<file path="config.mk">
export PLATFORM = sky130hd
export DESIGN_NAME = msg_bus_flat
export DESIGN_NICKNAME = d
export VERILOG_FILES = /design/src/rtl/msg_bus_if.sv /design/src/rtl/msg_bus.sv /design/src/flat_wrapper.sv
export SDC_FILE = /design/constraint.sdc
export NUM_CORES = 1
export LEC_CHECK = 0
export CAP_MARGIN = 20
export CORE_UTILIZATION = 41
export DETAILED_ROUTE_END_ITERATION = 12
export PLACE_DENSITY = 0.86
export SETUP_SLACK_MARGIN = 0.5
export SYNTH_ARGS = -nofsm -noshare
export SYNTH_HDL_FRONTEND = slang
export SYNTH_SLANG_ARGS = --single-unit
</file>
<file path="constraint.sdc">
create_clock -name clk -period 3.78 [get_ports clk]
set_input_delay 0.756 -clock clk [delete_from_list [all_inputs] [get_ports clk]]
set_output_delay 0.756 -clock clk [all_outputs]
set_load 0.005 [all_outputs]
</file>
<file path="src/rtl/msg_bus_if.sv">
// Coherence message bus interface: per-cache request/grant toward the bus,
// shared message plus per-cache valid/ready toward the caches, and status.
interface msg_bus_if #(
    parameter int CACHE_NUM = 4
);
    localparam int ID_W  = $clog2(CACHE_NUM);
    localparam int MSG_W = 4 + 2 * ID_W;

    logic [CACHE_NUM-1:0]       src_req;
    logic [CACHE_NUM*MSG_W-1:0] src_msg;
    logic [CACHE_NUM-1:0]       src_gnt;
    logic [CACHE_NUM-1:0]       dst_valid;
    logic [MSG_W-1:0]           dst_msg;
    logic [CACHE_NUM-1:0]       dst_ready;
    logic                       busy;
    logic                       route_err;
    logic                       timeout_err;

    // cache side
    modport master (
        output src_req, src_msg, dst_ready,
        input  src_gnt, dst_valid, dst_msg, busy, route_err, timeout_err
    );

    // interconnect side
    modport slave (
        input  src_req, src_msg, dst_ready,
        output src_gnt, dst_valid, dst_msg, busy, route_err, timeout_err
    );
endinterface

</file>
<file path="src/rtl/msg_bus.sv">
// Round-robin coherence message interconnect: one message in flight, broadcast
// for wr_req/rd_req, unicast otherwise. Optional watchdog: MSG_BUS_TIMEOUT_EN.
//
//  state   | meaning
//  --------+---------------------------------------------------------------
//  IDLE    | arbitrate src_req, capture winner's message and destination set
//  DELIVER | present dst_valid = pending until every destination handshakes
module msg_bus #(
    parameter int CACHE_NUM   = 4,
    parameter int TIMEOUT_CYC = 64
) (
    input  logic     clk,
    input  logic     rst,
    msg_bus_if.slave bus
);
    localparam int ID_W  = $clog2(CACHE_NUM);
    localparam int MSG_W = 4 + 2 * ID_W;
    localparam logic [3:0] MSG_WR_REQ = 4'b0100;
    localparam logic [3:0] MSG_RD_REQ = 4'b0101;

    if (CACHE_NUM < 2 || TIMEOUT_CYC < 2) begin : g_bad_param
        $error("msg_bus: CACHE_NUM and TIMEOUT_CYC must both be >= 2");
    end

    typedef enum logic {IDLE, DELIVER} state_t;

    state_t               state_q, state_d;
    logic [ID_W-1:0]      rr_ptr_q, rr_ptr_d;
    logic [CACHE_NUM-1:0] pending_q, pending_d;
    logic [MSG_W-1:0]     dst_msg_q, dst_msg_d;
    logic                 route_err_q, route_err_d;
    logic                 timeout_err_q, timeout_err_d;

    logic                 gnt_found;
    logic [ID_W-1:0]      winner;
    logic [3:0]           win_code;
    logic [ID_W-1:0]      win_ra;
    logic                 timeout_hit;

    always_comb begin
        logic [ID_W:0] cand;
        gnt_found = 1'b0;
        winner    = '0;
        cand      = '0;
        for (int k = 0; k < CACHE_NUM; k++) begin
            cand = {1'b0, rr_ptr_q} + (ID_W+1)'(k);
            if (cand >= (ID_W+1)'(CACHE_NUM)) cand = cand - (ID_W+1)'(CACHE_NUM);
            if (!gnt_found && bus.src_req[cand[ID_W-1:0]]) begin
                gnt_found = 1'b1;
                winner    = cand[ID_W-1:0];
            end
        end
    end

    assign win_code = bus.src_msg[winner*MSG_W + MSG_W - 4 +: 4];
    assign win_ra   = bus.src_msg[winner*MSG_W +: ID_W];

`ifdef MSG_BUS_TIMEOUT_EN
    localparam int WD_W = $clog2(TIMEOUT_CYC);
    logic [WD_W-1:0] wd_q, wd_d;

    // held at zero in IDLE, so the first DELIVER cycle always sees 0
    always_comb begin
        wd_d = '0;
        if (state_q == DELIVER) wd_d = wd_q + 1'b1;
    end

    assign timeout_hit = (state_q == DELIVER) && (pending_q != '0) &&
                         (wd_q == WD_W'(TIMEOUT_CYC - 1));

    always_ff @(posedge clk or posedge rst) begin
        if (rst) wd_q <= '0;
        else     wd_q <= wd_d;
    end
`else
    assign timeout_hit = 1'b0;
`endif

    always_comb begin
        state_d       = state_q;
        rr_ptr_d      = rr_ptr_q;
        pending_d     = pending_q;
        dst_msg_d     = dst_msg_q;
        route_err_d   = route_err_q;
        timeout_err_d = timeout_err_q;
        case (state_q)
            IDLE: begin
                if (gnt_found) begin
                    rr_ptr_d  = (winner == ID_W'(CACHE_NUM - 1)) ? '0 : winner + 1'b1;
                    dst_msg_d = bus.src_msg[winner*MSG_W +: MSG_W];
                    if (win_code == MSG_WR_REQ || win_code == MSG_RD_REQ) begin
                        pending_d = ~(CACHE_NUM'(1) << winner);
                        state_d   = DELIVER;
                    end else if ({1'b0, win_ra} >= (ID_W+1)'(CACHE_NUM)) begin
                        // unroutable: grant completes, message is dropped
                        pending_d   = '0;
                        route_err_d = 1'b1;
                    end else begin
                        pending_d = CACHE_NUM'(1) << win_ra;
                        state_d   = DELIVER;
                    end
                end
            end
            DELIVER: begin
                pending_d = pending_q & ~bus.dst_ready;
                if (timeout_hit) begin
                    pending_d     = '0;
                    timeout_err_d = 1'b1;
                    state_d       = IDLE;
                end else if (pending_d == '0) begin
                    state_d = IDLE;
                end
            end
            default: state_d = IDLE;
        endcase
    end

    always_ff @(posedge clk or posedge rst) begin
        if (rst) begin
            state_q       <= IDLE;
            rr_ptr_q      <= '0;
            pending_q     <= '0;
            dst_msg_q     <= '0;
            route_err_q   <= 1'b0;
            timeout_err_q <= 1'b0;
        end else begin
            state_q       <= state_d;
            rr_ptr_q      <= rr_ptr_d;
            pending_q     <= pending_d;
            dst_msg_q     <= dst_msg_d;
            route_err_q   <= route_err_d;
            timeout_err_q <= timeout_err_d;
        end
    end

    // grant is combinational, so it must be masked by reset explicitly
    assign bus.src_gnt     = (state_q == IDLE && gnt_found && !rst) ?
                             (CACHE_NUM'(1) << winner) : '0;
    assign bus.dst_valid   = (state_q == DELIVER) ? pending_q : '0;
    assign bus.dst_msg     = dst_msg_q;
    assign bus.busy        = (state_q == DELIVER);
    assign bus.route_err   = route_err_q;
    assign bus.timeout_err = timeout_err_q;
endmodule
</file>
<file path="src/flat_wrapper.sv">
// flat-port wrapper written by rule: the top's interface ports become plain ports
module msg_bus_flat 
#(
    parameter int CACHE_NUM   = 4,
    parameter int TIMEOUT_CYC = 64
)
  (clk, rst, bus_src_req, bus_src_msg, bus_dst_ready, bus_src_gnt, bus_dst_valid, bus_dst_msg, bus_busy, bus_route_err, bus_timeout_err);
  msg_bus_if #(.CACHE_NUM(CACHE_NUM)) bus_i ();
  input  logic clk;
  input  logic rst;
  input wire logic [$bits(bus_i.src_req)-1:0] bus_src_req;
  input wire logic [$bits(bus_i.src_msg)-1:0] bus_src_msg;
  input wire logic [$bits(bus_i.dst_ready)-1:0] bus_dst_ready;
  output wire logic [$bits(bus_i.src_gnt)-1:0] bus_src_gnt;
  output wire logic [$bits(bus_i.dst_valid)-1:0] bus_dst_valid;
  output wire logic [$bits(bus_i.dst_msg)-1:0] bus_dst_msg;
  output wire logic [$bits(bus_i.busy)-1:0] bus_busy;
  output wire logic [$bits(bus_i.route_err)-1:0] bus_route_err;
  output wire logic [$bits(bus_i.timeout_err)-1:0] bus_timeout_err;
  assign bus_i.src_req = bus_src_req;
  assign bus_i.src_msg = bus_src_msg;
  assign bus_i.dst_ready = bus_dst_ready;
  assign bus_src_gnt = bus_i.src_gnt;
  assign bus_dst_valid = bus_i.dst_valid;
  assign bus_dst_msg = bus_i.dst_msg;
  assign bus_busy = bus_i.busy;
  assign bus_route_err = bus_i.route_err;
  assign bus_timeout_err = bus_i.timeout_err;
  msg_bus #(.CACHE_NUM(CACHE_NUM), .TIMEOUT_CYC(TIMEOUT_CYC)) u_core (.clk(clk), .rst(rst), .bus(bus_i));
endmodule
</file>
Word level (Yosys, flattened, before mapping)

Index checks and enable logic that the tools add are counted.

Bitwise gates (word level): 4
Add/sub/neg operators: 10
Eq/ne operators: 4
Reduce and logical (&&, ||, !) cells: 12
Shift-type cells: 5
$lt $le $gt $ge: 8
Muxes and demuxes: 29

Operators with widths:

| operator                                                                             | count |
|---|---|
| 32-bit by 33-bit variable part select with 4-bit output                              | 1 |
| 32-bit by 6-bit variable part select with 2-bit output                               | 1 |
| 32-bit by 6-bit variable part select with 8-bit output                               | 1 |
| 32-bit by 3-bit subtractor with 32-bit output (second input constant)                | 1 |
| 2-bit two-way mux                                                                    | 9 |
| 4-bit two-way mux                                                                    | 4 |
| 2-bit by 3-bit < comparator with 1-bit output (second input constant)                | 4 |
| 1-bit two-way mux                                                                    | 10 |
| 3-bit greater-or-equal comparator (second input constant)                            | 3 |
| 1-bit binary-select mux with 2-bit select                                            | 4 |
| 4-bit by 3-bit == test with 1-bit output (second input constant)                     | 2 |
| 4-bit inverter                                                                       | 2 |
| 4-bit case mux with 2 select lines                                                   | 1 |
| 1-bit by 2-bit << shifter with 4-bit output (first input constant)                   | 2 |
| 2-bit by 1-bit subtractor with 2-bit output (second input constant)                  | 4 |
| 2-bit by 2-bit adder with 3-bit output (second input constant)                       | 2 |
| 5-bit by 4-bit adder with 6-bit output (second input constant)                       | 1 |
| 1-bit logical AND                                                                    | 5 |
| 4-bit AND                                                                            | 1 |
| 1-bit zero test                                                                      | 4 |
| 4-bit zero test                                                                      | 1 |
| 2-bit by 1-bit adder with 3-bit output (second input constant)                       | 1 |
| 2-bit by 3-bit greater-or-equal comparator with 1-bit output (second input constant) | 1 |
| 2-bit by 1-bit adder with 2-bit output (second input constant)                       | 1 |
| other kinds (6)                                                                      | 6 |

Output and inout port bits: 19
Input port bits: 42
Word-level logic and storage cells: 76
Flip-flop bits (word level): 15

Longest topological paths before layout

Gate-level depths: netlist (run 1).

Depth in word-level cells: 22
Mapped depth: 11
Mapped depth without buffers: 9

Worst setup path before layout (run 1)

No wires, ideal clock.

Kind: input to register
From: input port bus_src_req[2]
To: register u_core.pending_q[2]
Arrival: 3.028 ns
Required time: 3.660 ns
Path slack: 0.632 ns
Cell stages on the path: 11
Path through: nor2b_1 > or4b_1 > buf_2 > nand2_8 > buf_8 > ha_1 > nor4b_1 > a21oi_1 > mux2i_1 > nand2_1 > a31o_1

Cells in the longest elaborated chain, start to end: 20
Elaborated cells between the ends (all ways): 36
Classes of those cells: 2 x add/sub; 3 x eq/ne; 4 x shift; 19 x mux; 1 x bitwise; 7 x reduce/logical

RTL lines:

| what                                                    | line               | source |
|---|---|---|
| start: declaration                                      | flat_wrapper.sv:11 | `input wire logic [$bits(bus_i.src_req)-1:0] bus_src_req;` |
| 1-bit binary-select mux with 2-bit select               | msg_bus.sv:48      | `if (!gnt_found && bus.src_req[cand[ID_W-1:0]]) begin` |
| 1-bit two-way mux (implied by the code)                 | msg_bus.sv:48      |  |
| 1-bit two-way mux                                       | msg_bus.sv:48      |  |
| 1-bit zero test                                         | msg_bus.sv:48      |  |
| 1-bit logical AND                                       | msg_bus.sv:48      |  |
| 1-bit two-way mux                                       | msg_bus.sv:48      |  |
| 1-bit zero test                                         | msg_bus.sv:48      |  |
| 1-bit logical AND                                       | msg_bus.sv:48      |  |
| (+4 left out)                                           | n/a                |  |
| 5-bit by 4-bit adder with 6-bit output                  | msg_bus.sv:55      | `assign win_code = bus.src_msg[winner*MSG_W + MSG_W - 4 +: 4];` |
| 32-bit by 3-bit subtractor with 32-bit output           | msg_bus.sv:55      |  |
| 32-bit by 33-bit variable part select with 4-bit output | msg_bus.sv:55      |  |
| 4-bit by 3-bit == test with 1-bit output                | msg_bus.sv:91      | `if (win_code == MSG_WR_REQ \|\| win_code == MSG_RD_REQ) begin` |
| 1-bit logical OR                                        | msg_bus.sv:91      |  |
| 4-bit two-way mux                                       | msg_bus.sv:91      |  |
| 4-bit two-way mux                                       | msg_bus.sv:88      | `if (gnt_found) begin` |
| 4-bit case mux with 2 select lines                      | msg_bus.sv:86      | `case (state_q)` |
| end signal: assignment                                  | msg_bus.sv:129     | `pending_q <= pending_d;` |
| end: declaration                                        | msg_bus.sv:29      | `logic [CACHE_NUM-1:0] pending_q, pending_d;` |

Several ways; a longest one is shown, not always the timed one. The select of a mux whose other input is x is not followed.
A chain may end at the register's enable or synchronous reset.

Final worst setup path (run 1)

From: input port bus_src_req[3]
To: output port bus_src_gnt[2]

Cells in the longest elaborated chain, start to end: 15
Elaborated cells between the ends (all ways): 26
Classes of those cells: 1 x shift; 17 x mux; 8 x reduce/logical

RTL lines:

| what                                      | line               | source |
|---|---|---|
| 1-bit binary-select mux with 2-bit select | msg_bus.sv:48      |  |
| 1-bit two-way mux (implied by the code)   | msg_bus.sv:48      |  |
| 1-bit two-way mux                         | msg_bus.sv:48      |  |
| 1-bit zero test                           | msg_bus.sv:48      |  |
| 1-bit logical AND                         | msg_bus.sv:48      |  |
| 1-bit two-way mux                         | msg_bus.sv:48      |  |
| 1-bit zero test                           | msg_bus.sv:48      |  |
| 1-bit logical AND                         | msg_bus.sv:48      |  |
| 1-bit two-way mux                         | msg_bus.sv:48      |  |
| 1-bit zero test                           | msg_bus.sv:48      |  |
| 1-bit logical AND                         | msg_bus.sv:48      |  |
| 1-bit two-way mux                         | msg_bus.sv:48      |  |
| 1-bit logical AND (2 in series)           | msg_bus.sv:137     | `assign bus.src_gnt = (state_q == IDLE && gnt_found && !rst) ?` |
| 4-bit two-way mux *                       | msg_bus.sv:137     |  |
| end: declaration                          | flat_wrapper.sv:14 | `output wire logic [$bits(bus_i.src_gnt)-1:0] bus_src_gnt;` |

Mark *: on every way between the ends. The rest lies on a longest branch, timed or not. The select of a mux whose other input is x is not followed.

==> summary by stage, run 1 <==
Run status
The run finished, with violations left. The final reports fail on DRC.

Worst setup path
The data arrival at the endpoint of the critical path is 2.47 ns. The worst setup path is captured at an output port. The setup path with the least slack is of type in -> out. STA puts the critical path data required time at 3.02 ns. The worst setup path is launched from an input pin. Along the worst path, the maximum fanout reaches 4.

CTS
No sink is reached through more buffers than the 2 on the longest clock path. The clock root buffer is sky130_fd_sc_hd__clkbuf_4. The clock slew seen by the registers of the worst setup and hold paths is 0.10 ns. The number of CTS-inserted buffers is 3.

Counting every sink on the clock net gives 15. In this run the number of H-tree levels came out at 1. The clock tree from TritonCTS is yes. The insertion delay of the later-clocked pin in the worst-skew pair is 0.29 ns.

STA
Based on the critical path, the design can be clocked at up to 309.6 MHz. Dividing the final minimum period by the clock period gives 0.8544. The minimum clock period after layout is 3.230 ns.

After layout, the worst setup slack is 0.5503 ns. The setup skew after layout is 0.003033 ns. The count of pins over their slew limit came to 0. Setup violations remaining at the end of the flow were counted as 0.

Setup repair after global routing left no endpoint under its margin. The count of endpoints failing hold in the final timing report was 0. In this run the tightest slew margin relative to its limit is 0.6292. The slew at the pin with the worst max-slew slack is 0.5541 ns. The setup TNS is 0 ns.

On the final layout, the worst hold slack is 0.4877 ns.

Placed design
The HPWL after detailed placement is 2.713 mm. Summing all placed instances gives a cell area of 1941 µm². Buffers placed on the I/O ports in this run total 58. OpenSTA, run right after detailed placement, puts the worst setup slack at -0.0006510 ns.

Routability-driven placement finished with a final weighted congestion of 0.8988.

Final layout
The final-layout fill cell count is 233. The finished cells cover 2013 µm². The utilization after layout is 0.6999. The library cell used most frequently in the layout, excluding fill and tap cells, is sky130_fd_sc_hd__clkdlybuf4s50_1.

In the layout the commonest cells are 50 x sky130_fd_sc_hd__clkdlybuf4s50_1, 16 x sky130_fd_sc_hd__mux2i_1, 15 x sky130_fd_sc_hd__nand2_1, 15 x sky130_fd_sc_hd__dfrtp_1, 13 x sky130_fd_sc_hd__buf_4. Summing all multi-input logic gate instances after layout gives 873.3 µm². In the final layout, the share of cells above drive strength 1 is 0.1914. The synthesis-to-finish area growth is 56.21%. The sequential cell area in the final layout is 375.4 µm². The number of antenna diodes in the final layout is 0.

The net count of the finished layout is 257.

Worst hold path
The worst hold path belongs to the class reg -> reg.

GRT
Global routing finished with a remaining overflow of 0. The largest net degree at the start of global routing is 14. The initial antenna violation count is 0.

The number of global-route vias before repair is 1344. In the global route stage, overall resource usage came out at 0.2192. The first global-routing pass estimated 5.754 mm of wire.

Route
The number of DRC violations after detailed-routing iteration 0 is 50. The remaining number of nets flagged by the antenna check after routing is 0. The routed design has 3.595 mm of wire. The via count is 1325. The number of search-and-repair iterations in the first detailed-routing pass is 8. Dividing the detail-routed wire length by the instance count gives 14.32 µm. The routed via count divided by cell count is 5.279. For this run, design rule violations remaining after detail routing come to 4.

Floorplan
The area inside the core boundary is 2877 µm². From bottom edge to top edge, the die measures 58.07 µm. The count of standard-cell rows is 19.

For this design the top-level I/O count stands at 61. The area enclosed by the die boundary is 3372 µm². For this configuration, the core starts out at a cell density of 0.4480. The die extent in x is 58.07 µm.

Pwr
The analysis attributes to net switching a power of 511.0 µW. The relative contribution of combinational cells to total power is 0.679. IR analysis of the VDD net gives a maximum drop of 0.3219 mV. The switching power share of the total is 0.4109. The cell-internal power is 732.6 µW. The total power per unit cell area is 617.7 nW/µm². The part of the power in the clock network is 0.080.

The share of power burned in registers is 0.241. In this run the static leakage power is 0.0009056 µW.

Logic synthesis
The number of enable flip-flop cells after synthesis is 0. After synthesis the cells add up to 1289 µm². The per-instance average area after synthesis is 9.012 µm².

The number of synthesized register bits is 15. For this run, the register share of the synthesized area comes to 0.2913. Counting every instance in the synthesized netlist gives 143.

In this run, distinct cell masters in the synthesized netlist total 43. The proportion of register bits with asynchronous set or reset after synthesis is 1.000. The count of warnings emitted by yosys is 0.

In the synthesized netlist the dominant register cell turns out to be sky130_fd_sc_hd__dfrtp_1.

Flow run
The max-cap check violation count is 0.
## what timing repair did
item	4_1_cts	5_1_grt
buffers inserted	2	1
gates resized for setup	14	13
hold endpoints to repair	0	0
pin swaps	3	2
endpoints found under the setup margin	8	7
hold buffers	0	0
## layer usage
layer / track usage / share of wire / vias up
met3: 0.06696 / 0.088 / 5
li1: - / - / 642
met1: 0.2455 / 0.39 / 615
met5: 0 / 0 / -
met2: 0.3908 / 0.50 / 63
met4: 0.07823 / 0.012 / 0
## worst paths after layout
check | start | endpoint | slack [ns] | depth (start not counted)
hold reg to reg | u_core.bus.dst_msg[1] | u_core.bus.dst_msg[1] | 0.49 | 1
setup / recovery | bus_src_req[3] | bus_src_gnt[2] | 0.55 | 8
max in group asynchronous | rst | u_core.bus.dst_msg[1] | 2.59 | 3
hold / removal | u_core.bus.dst_msg[1] | u_core.bus.dst_msg[1] | 0.49 | 1
setup reg to reg | u_core.rr_ptr_q[0] | u_core.pending_q[0] | 0.99 | 11
min in group asynchronous | rst | u_core.bus.dst_msg[6] | 0.72 | 2
## synthesized netlist by cell type (all sizes together) (2+ instances only)
master / number / area, µm²
mux2i: 17 / 170.2
nand2: 16 / 76.32
dfrtp: 15 / 375.4
nor2: 8 / 30.03
inv: 7 / 26.28
mux2: 7 / 82.57
o21ai: 7 / 35.03
and2: 6 / 37.54
buf: 6 / 45.03
and3: 5 / 31.28
ha: 5 / 62.56
clkbuf: 4 / 15.01
nor2b: 4 / 25.02
a21oi: 3 / 15.01
a31o: 3 / 26.28
nor3b: 3 / 22.52
a221oi: 2 / 17.52
a32o: 2 / 20.02
nand3: 2 / 10.01
nor4: 2 / 12.51
nor4b: 2 / 17.52
o31ai: 2 / 20.02
## power groups by stage
stage / clock network (µW) / registers, µW / logic [µW]
after floorplan: 0 / 281 / 511
after global placement: 0 / 294 / 763
after detailed placement: 0 / 297 / 788
after CTS: 101 / 298 / 814
after global routing: 113 / 312 / 913
final: 99.5 / 299 / 845
## layout make-up
type	count	area share
clock buffers	3	0.01119
repair buffers	71	0.3269
multi-input cells	112	0.4338
clock inverters	1	0.002486
inverters	7	0.01305
flip-flops and latches	15	0.1865
well taps	42	0.02610
## logic make-up (layout without fill, tap and decap cells)
group,count (synthesis),after routing,share of synthesized area
muxes,24,24,0.1961
DFF,15,15,0.2913
AOI/OAI and AO/OA,29,29,0.1651
other,1,2,0.002910
xor gates and xnor gates,1,1,0.006797
buffers and inverters,17,82,0.06698
adders and majority gates,5,5,0.04854
and+or+nand+nor,51,51,0.2223
## critical path, stage by stage
cell and delay (ns):
sky130_fd_sc_hd__dlygate4sd2_1 0.27, sky130_fd_sc_hd__nor2b_1 0.10, sky130_fd_sc_hd__or4b_4 0.59, sky130_fd_sc_hd__nand2_8 0.08, sky130_fd_sc_hd__inv_2 0.05, sky130_fd_sc_hd__ha_1 0.20
sky130_fd_sc_hd__and3_1 0.17, sky130_fd_sc_hd__dlygate4sd2_1 0.26
## flip-flops by register name, indices dropped and copies added (netlist names)
register	count
u_core.rr_ptr_q	2
u_core.bus.dst_msg	8
u_core.bus.busy	1
u_core.pending_q	4
## through the flow
| stage | cells | power (µW) |
|---|---|---|
| 2_1_floorplan | 144 | 792.3 |
| 3_3_place_gp | 244 | 1057 |
| 3_5_place_dp | 244 | 1085 |
| 4_1_cts | 250 | 1213 |
| 5_1_grt | 251 | 1338 |
| 6_report | 251 | 1244 |
(Power assumes the default switching activity.)
==> run 2, diff against run 1 <==
--- a/config.mk
+++ b/config.mk
@@ -7,6 +7,7 @@
 export LEC_CHECK = 0
 export CAP_MARGIN = 20
 export CORE_UTILIZATION = 41
+export CTS_CLUSTER_DIAMETER = 40
 export DETAILED_ROUTE_END_ITERATION = 12
 export PLACE_DENSITY = 0.86
 export SETUP_SLACK_MARGIN = 0.5
==> results of run 2 <==
No change in the layout: final DEF, timing and power equal those of run 1.
==> run 3, diff against run 2 <==
--- a/config.mk
+++ b/config.mk
@@ -11,6 +11,7 @@
 export DETAILED_ROUTE_END_ITERATION = 12
 export PLACE_DENSITY = 0.86
 export SETUP_SLACK_MARGIN = 0.5
+export SLEW_MARGIN = 10
 export SYNTH_ARGS = -nofsm -noshare
 export SYNTH_HDL_FRONTEND = slang
 export SYNTH_SLANG_ARGS = --single-unit
==> results of run 3 <==
No change in the layout: final DEF, timing and power equal those of run 1.
